==> config.mk <==
export PLATFORM = sky130hd
export DESIGN_NAME = writeback_regfile
export DESIGN_NICKNAME = d
export VERILOG_FILES = /design/src/rtl/wb_pkg.sv /design/src/rtl/three_to_one_mux.sv /design/src/rtl/writeback_regfile.sv
export SDC_FILE = /design/constraint.sdc
export NUM_CORES = 2
export LEC_CHECK = 0
export CAP_MARGIN = 20
export CORE_MARGIN = 2
export CORE_UTILIZATION = 60
export CTS_CLUSTER_DIAMETER = 50
export DETAILED_ROUTE_END_ITERATION = 8
export GPL_TIMING_DRIVEN = 0
export PLACE_DENSITY = 0.75
export SYNTH_ARGS = -nofsm -noshare
export SYNTH_HDL_FRONTEND = slang
export SYNTH_SLANG_ARGS = --single-unit
==> constraint.sdc <==
create_clock -name clk -period 3.9 [get_ports clk]
set_input_delay 0.39 -clock clk [delete_from_list [all_inputs] [get_ports clk]]
set_output_delay 0.39 -clock clk [all_outputs]
set_load 0.02 [all_outputs]
==> src/rtl/wb_pkg.sv <==
// Shared definitions for the write-back stage and register file.
package wb_pkg;

    // Write-back source select encodings (MD field of the pipeline register)
    typedef enum logic [1:0] {
        MD_ALU = 2'd0,
        MD_MEM = 2'd1,
        MD_SLT = 2'd2,
        MD_RSV = 2'd3
    } md_sel_e;

    // Hard-wired zero register index
    localparam int unsigned ZERO_REG = 0;

endpackage : wb_pkg

==> src/rtl/three_to_one_mux.sv <==
// Three-input selector used for the write-back value.
// The unused fourth select code falls back to in0.
module three_to_one_mux
    import wb_pkg::*;
#(
    parameter int WIDTH = 32
) (
    input  logic [1:0]       sel,
    input  logic [WIDTH-1:0] in0,
    input  logic [WIDTH-1:0] in1,
    input  logic [WIDTH-1:0] in2,
    output logic [WIDTH-1:0] out
);

    logic [WIDTH-1:0] out_s;

    // Pick one input by sel; reserved code maps to in0
    always_comb begin
        out_s = in0;
        case (sel)
            MD_ALU:  out_s = in0;
            MD_MEM:  out_s = in1;
            MD_SLT:  out_s = in2;
            MD_RSV:  out_s = in0;
            default: out_s = in0;
        endcase
    end

    assign out = out_s;

endmodule : three_to_one_mux

==> src/rtl/writeback_regfile.sv <==
// Write-back stage plus register file for the pipelined MIPS datapath.
// Selects the write-back value, commits it to the array, and serves two
// decode read ports with execute- and write-back-stage forwarding.
module writeback_regfile
    import wb_pkg::*;
#(
    parameter int DATA_BITS      = 32,
    parameter int reg_addr_width = 5
) (
    input  logic                      clk,
    input  logic                      rst_n,
    input  logic                      RW_WB,
    input  logic [reg_addr_width-1:0] DA_WB,
    input  logic [1:0]                MD_WB,
    input  logic [DATA_BITS-1:0]      result,
    input  logic                      determinate,
    input  logic [DATA_BITS-1:0]      DData_next,
    input  logic                      RW_EX,
    input  logic [reg_addr_width-1:0] DA_EX,
    input  logic [DATA_BITS-1:0]      forward_data,
    input  logic [reg_addr_width-1:0] AA,
    input  logic [reg_addr_width-1:0] BA,
    output logic [DATA_BITS-1:0]      A_data,
    output logic [DATA_BITS-1:0]      B_data,
    output logic [31:0]               wb_count
);

    localparam int DEPTH = 1 << reg_addr_width;
    localparam logic [reg_addr_width-1:0] ZERO_ADDR = reg_addr_width'(ZERO_REG);

    logic [DATA_BITS-1:0] regs_r [DEPTH];
    logic [31:0]          wb_count_r;
    logic [DATA_BITS-1:0] wb_data_s;
    logic [DATA_BITS-1:0] slt_ext_s;
    logic                 commit_s;
    logic [DATA_BITS-1:0] a_data_s;
    logic [DATA_BITS-1:0] b_data_s;

    assign slt_ext_s = {{(DATA_BITS-1){1'b0}}, determinate};

    three_to_one_mux #(
        .WIDTH (DATA_BITS)
    ) u_wb_mux (
        .sel (MD_WB),
        .in0 (result),
        .in1 (DData_next),
        .in2 (slt_ext_s),
        .out (wb_data_s)
    );

    // Writes to the zero register are dropped entirely (no commit, no count)
    assign commit_s = RW_WB && (DA_WB != ZERO_ADDR);

    // Register array: cleared on reset, one write per cycle, r0 never written
    always_ff @(posedge clk or negedge rst_n) begin
        if (!rst_n) begin
            for (int i = 0; i < DEPTH; i++) begin
                regs_r[i] <= {DATA_BITS{1'b0}};
            end
        end else if (commit_s) begin
            regs_r[DA_WB] <= wb_data_s;
        end else begin
            regs_r[DA_WB] <= regs_r[DA_WB];
        end
    end

    // Committed-write counter, wraps modulo 2^32
    always_ff @(posedge clk or negedge rst_n) begin
        if (!rst_n) begin
            wb_count_r <= 32'd0;
        end else if (commit_s) begin
            wb_count_r <= wb_count_r + 32'd1;
        end else begin
            wb_count_r <= wb_count_r;
        end
    end

    // One read port: zero reg, then execute forward (youngest), then
    // write-back write-through, then the array.
    function automatic logic [DATA_BITS-1:0] read_port(
        input logic [reg_addr_width-1:0] addr
    );
        logic [DATA_BITS-1:0] val;
        if (addr == ZERO_ADDR) begin
            val = {DATA_BITS{1'b0}};
        end else if (RW_EX && (DA_EX == addr)) begin
            val = forward_data;
        end else if (RW_WB && (DA_WB == addr)) begin
            val = wb_data_s;
        end else begin
            val = regs_r[addr];
        end
        return val;
    endfunction

    // Operand A read with bypass
    always_comb begin
        a_data_s = {DATA_BITS{1'b0}};
        a_data_s = read_port(AA);
    end

    // Operand B read with bypass
    always_comb begin
        b_data_s = {DATA_BITS{1'b0}};
        b_data_s = read_port(BA);
    end

    assign A_data   = a_data_s;
    assign B_data   = b_data_s;
    assign wb_count = wb_count_r;

endmodule : writeback_regfile

==> results of run 1 <==
==> cell usage after synthesis, drive strengths merged, types with 4 or more instances <==
cell type / count
xor2: 6
nand2: 963
o21ai: 759
nand3: 29
mux4: 869
nor3: 12
a31oi: 7
o32ai: 4
o211ai: 10
and3: 5
nand4: 122
a311oi: 14
a22oi: 43
a221o: 9
mux2: 275
or2: 7
and2: 7
o31ai: 15
a2111oi: 7
nor2b: 11
nor2: 38
xnor2: 45
a32oi: 12
o2111ai: 47
mux2i: 68
a21oi: 41
o22ai: 21
nand2b: 4
dfrtp: 1056
a221oi: 8
clkbuf: 446
buf: 184
inv: 15
a22o: 10
==> routing by layer <==
layer  overflow  track usage
met1          4        0.816
met2         95        0.915
met3          2        0.699
met4        115        0.751
met5          0        0.360
==> per-stage QoR <==
step                       util  cell area [sq um]
after floorplan               -              64100
after CTS                 0.708              74800
after global placement    0.643              67900
after detailed placement  0.659              69500
==> logic make-up after synthesis <==
family / count (synthesis)
simple gates: 1213
mux: 1212
flops: 1056
compound gates: 1037
buf+inv: 646
xor+xnor: 51
fa+ha+maj: 3
==> what timing repair did <==
| item | CTS |
|---|---|
| buffers inserted | 15 |
| endpoints found under the hold margin | 80 |
| cloned | 1 |
| endpoints found under the setup margin | 994 |
| resized for setup | 500 |
| pin swaps | 15 |
| hold buffers | 1 |
==> key figures, run 1 <==
Outcome
  – Run status: stopped before the end
  – Stopping stage: 5_1_grt
  – Stop err: [ERROR GRT-0116] Global routing finished with congestion. Check the congestion regions in the DRC Viewer.

Synth
  – Post-Synth Simple-Gate Area: 0.0789
  – Xor and xnor area share after synthesis: 0.00697
  – Mean Syn Cell Area: between 10 and 15 sq um
  – Post-Syn Instances: roughly 5200
  – Number of synthesized flops with an enable pin: 0
  – Synth area leader: dfrtp_1
  – Synth warn: 0
  – Async set-reset flop share out of synthesis: 1.00
  – Largest family of logic cells by synthesized area: multiplexers
  – Synth Cell Area: around 0.064 sq mm
  – Cell variety after synth: between 70 and 80
  – Sequential element share of the synthesized area: 0.412
  – Post-synthesis mux area share: 0.365
  – Synth top area cells: dfrtp_1 41%, mux4_2 30%, o21ai_0 5.7%, nand2_1 5.6%, mux2_2 4.8%
  – Main synth FF type: dfrtp_1
  – Share of the synthesized area in the top cell type: 0.412
  – Number of synthesized register bits: around 1100
  – Fraction of the mapped netlist area in compound gates: 0.0946
  – Adder-Cell Fraction of Synth Area: 0.000585
  – Synthesized net count: ~5300

Global routing
  – First-pass GRT wire length: 578000 um
  – Pin count of the biggest net entering global routing: around 180
  – All-Layer GR Usage: 0.796
  – Via count of the first global-routing pass: 66100
  – Grt ovf: around 220

Placement
  – Cells after DPL: slightly below 7000
  – Gpl congestion: 1.19
  – Pre-CTS WS: -3540 ps
  – Port buffer count: between 200 and 250
  – DPL Wire Length: a little under 300000 um

Floorplanning
  – Chip width: about 330 um
  – IO Count: around 220
  – Starting Density: 0.607
  – Die H: around 330 um
  – Row cnt: about 120

Clock network
  – Clock buffer depth: 3
  – Num CTS Buffers: ~120
  – H-tree depth: 3
  – Root buf cell: clkbuf_16
  – CTS Sinks: 1056
==> inputs of run 2 (changes only) <==
- CORE_UTILIZATION: 60 -> 40
- CTS_CLUSTER_DIAMETER: 50 -> unset
- PLACE_DENSITY: 0.75 -> unset
- PLACE_DENSITY_LB_ADDON: unset -> 0.15
==> run 2 against run 1 <==
  * The flow now finishes, with violations (setup timing)
  * Synthesized cell count stayed put
  * Area after synthesis stayed put
==> key figures, run 2 <==
Outcome
  – Run status: complete, but fails checks
  – Failing checks: setup timing

Detailed routing
  – Metal3 WL: about 54000 um
  – Residual DRC: 0
  – Met2 Wirelength: roughly 170000 um
  – Avg Vias per Cell: roughly 7.4
  – Via total after detailed routing: between 50000 and 60000
  – Detailed Routing Iterations Pass 1: 6
  – DRT Wirelength: 414000 um
  – First DRT Iteration DRCs: 9717
  – Final ANT Viol Nets: 0
  – Routed length per instance: 52.7 um
  – Highest metal used: met5
  – Wl on met1: roughly 140000 um

Power
  – Switching Share: 0.378
  – Pwr/cell area: between 500 and 600 mW/mm^2
  – Leakage: roughly 31 nW
  – Worst vdd ir: about 0.47 mV
  – Power Internal: between 20 and 30 mW
  – Comb pwr share: 0.337
  – Final Power: around 43 mW
  – Reg power frac: 0.376
  – Clock power share: 0.287
  – Sw Pwr: approximately 16 mW

Final layout
  – Biggest register: regs_r
  – Final core utilization: 0.483
  – Commonest non-fill, non-tap cells in the layout: 1056 x dfrtp_1, 959 x nand2_1, 859 x mux4_2, 723 x o21ai_0, 353 x clkbuf_1
  – Share of cells above drive strength 1: 0.328
  – Largest register FFs: between 1000 and 1500
  – Cell Count, Final, Fillers Out: roughly 7900
  – Area Overhead vs Synth: 19.6%
  – Number of fill cells: 14300
  – Leading cell type in the layout, fill and taps excluded: dfrtp_1
  – Multi-input logic area: between 0.03 and 0.04 sq mm
  – FF/Latch Area: between 0.02 and 0.03 sq mm
  – Nets: around 5800
  – Design area: around 0.077 sq mm

Min path
  – Hold crit path type: in2async

Placement
  – Cell Area, Placed: about 0.071 sq mm
  – DPL Wire Length: around 320000 um
  – Gpl congestion: approximately 1.1
  – Cells after DPL: around 7600
  – Port buffer count: between 200 and 250

Setup path
  – CP Class: in2reg
  – Crit-path slowest cell: a31oi_1
  – Worst path cell trace: buf_8, buf_16, buf_8, clkbuf_4, buf_2, mux4_2, mux2i_1, o22a_1, a31oi_1, clkbuf_2, mux2_2
  – Setup crit end kind: register
  – Required @ worst endpoint: around 4600 ps
  – Most common cell on crit path: buf_8
  – CP peak stage delay: ~830 ps
  – Crit path launch type: input pin
  – CP arrival: between 4000 and 5000 ps
  – CP max FO: 10

Synth
  – Synth Cell Area: about 0.064 sq mm
  – Most frequent cell after synthesis: dfrtp_1
  – Sequential element share of the synthesized area: 0.412
  – Main synth FF type: dfrtp_1
  – Number of synthesized flops with an enable pin: 0
  – Share of the synthesized area in the top cell type: 0.412
  – Synthesized net count: approximately 5300
  – Post-Syn Instances: roughly 5200
  – Number of synthesized register bits: between 1000 and 1500
  – Synth area leader: dfrtp_1
  – Synth top area cells: dfrtp_1 41%, mux4_2 30%, o21ai_0 5.7%, nand2_1 5.6%, mux2_2 4.8%
  – Mean Syn Cell Area: roughly 12 sq um
  – Cell variety after synth: between 70 and 80
  – Async set-reset flop share out of synthesis: 1.00
  – Synth warn: 0
  – Post-synth top cells: 1056 x dfrtp_1, 963 x nand2_1, 859 x mux4_2, 727 x o21ai_0, 446 x clkbuf_1

Clock network
  – Num CTS Buffers: 130
  – TritonCTS clock tree: built
  – Root buf cell: clkbuf_16
  – Later-pin clock latency in the skew report: approximately 800 ps
  – Clock Pin Slew Worst Setup and Hold Paths: roughly 60 ps
  – H-tree depth: 4
  – Clock buffer depth: 3
  – CTS Sinks: between 1000 and 1500

Floorplanning
  – Row cnt: approximately 150
  – Core area: around 0.16 sq mm
  – Die footprint: between 0.15 and 0.2 sq mm
  – IO Count: around 220
  – Starting Density: 0.404
  – Chip width: 404 um
  – Die H: a little over 400 um

STA
  – Post-route worst hold slack: 140 ps
  – Final period util: 1.06
  – Worst Skew: ~26 ps
  – Slack of the critical path: -239 ps
  – Max Slew Vio Count: 0
  – Slew HR: 0.148
  – Final Hold Fails: 0
  – Fmax: approximately 240 MHz
  – Setup violations, final: 227
  – RSZ-0062 raised after global routing: false
  – Fin crit period: 4140 ps
  – Tightest Pin Transition: between 1000 and 1500 ps

Global routing
  – First-pass GRT wire length: 534000 um
  – Grt ovf: 0
  – Via count of the first global-routing pass: between 50000 and 60000
  – Pin count of the biggest net entering global routing: 170
  – Initial antenna violation count: 38
  – All-Layer GR Usage: 0.506

Job
  – Max_cap viols: 0
## run 2: cell counts after synthesis
No cell type changed its count.
## run 2: final timing paths
kind | start | to | slack [ps] | depth (start not counted)
hold reg to reg | wb_count[31]$_DFFE_PN0P_ | wb_count[31]$_DFFE_PN0P_ | 480 | 1
setup reg to reg | regs_r[457]$_DFFE_PN0P_ | regs_r[553]$_DFFE_PN0P_ | -30 | 6
setup / recovery | DA_WB[1] | regs_r[599]$_DFFE_PN0P_ | -240 | 11
min in group clk | RW_WB | wb_count[6]$_DFFE_PN0P_ | 290 | 3
hold / removal | rst_n | regs_r[495]$_DFFE_PN0P_ | 140 | 2
max in group asynchronous | rst_n | regs_r[630]$_DFFE_PN0P_ | 800 | 6
## run 2: worst max-delay path: cells and delay by family
kind,cells,cell delay (ps)
mux,3,980
compound gates,2,1020
buf+inv,6,2410
## run 2: logic make-up after synthesis
family	Yosys count	synth area share
AND/OR/NAND/NOR	1213	0.0789
adder cells (fa/ha/maj)	3	0.000586
buffers and inverters	646	0.0420
flip-flops	1056	0.412
multiplexers	1212	0.365
AO/OA/AOI/OAI	1037	0.0946
XOR/XNOR	51	0.00697
## run 2: stage by stage
step | setup slack [ps] | TNS (ps)
after global routing | 2.75 | 0
after detailed placement | -3890 | -1572410
after CTS | 0.592 | 0
after floorplan | 506 | 0
final | -239 | -14980
after global placement | -47780 | -
## run 2: timing repair
action,in CTS,in global routing
buffers inserted,16,1
hold buffers,1,0
gates resized for setup,553,46
endpoints found under the hold margin,125,0
pin swaps,13,6
endpoints found under the setup margin,1055,73
## run 2: final cells by class
cell class              instances  area share
diodes                         21    0.000686
plain buffers                 622      0.0473
clock buffers                 196      0.0506
clock inverters                36     0.00491
inverters                      16    0.000800
multi-input cells            3516       0.466
flip-flops and latches       1056       0.345
well taps                    2072      0.0338
repair buffers                329      0.0513
## run 2: power by group through the flow
stage / Combinational (mW) / Sequential [mW] / Clock, mW
5_1_grt: 14.7 / 16.6 / 12.8
3_5_place_dp: 13.9 / 16.3 / 0
6_report: 14.6 / 16.3 / 12.5
4_1_cts: 14.1 / 16.1 / 12.4
3_3_place_gp: 13.6 / 16.3 / 0
2_1_floorplan: 7.85 / 15.3 / 0
## run 2: metal layers
layer  global-route usage  up-vias
met2                0.698     5247
met4                0.453       12
li1                     -    21000
met3                0.184     1320
met5              0.00892        -
met1                0.619    30500
(Power assumes the default switching activity.)
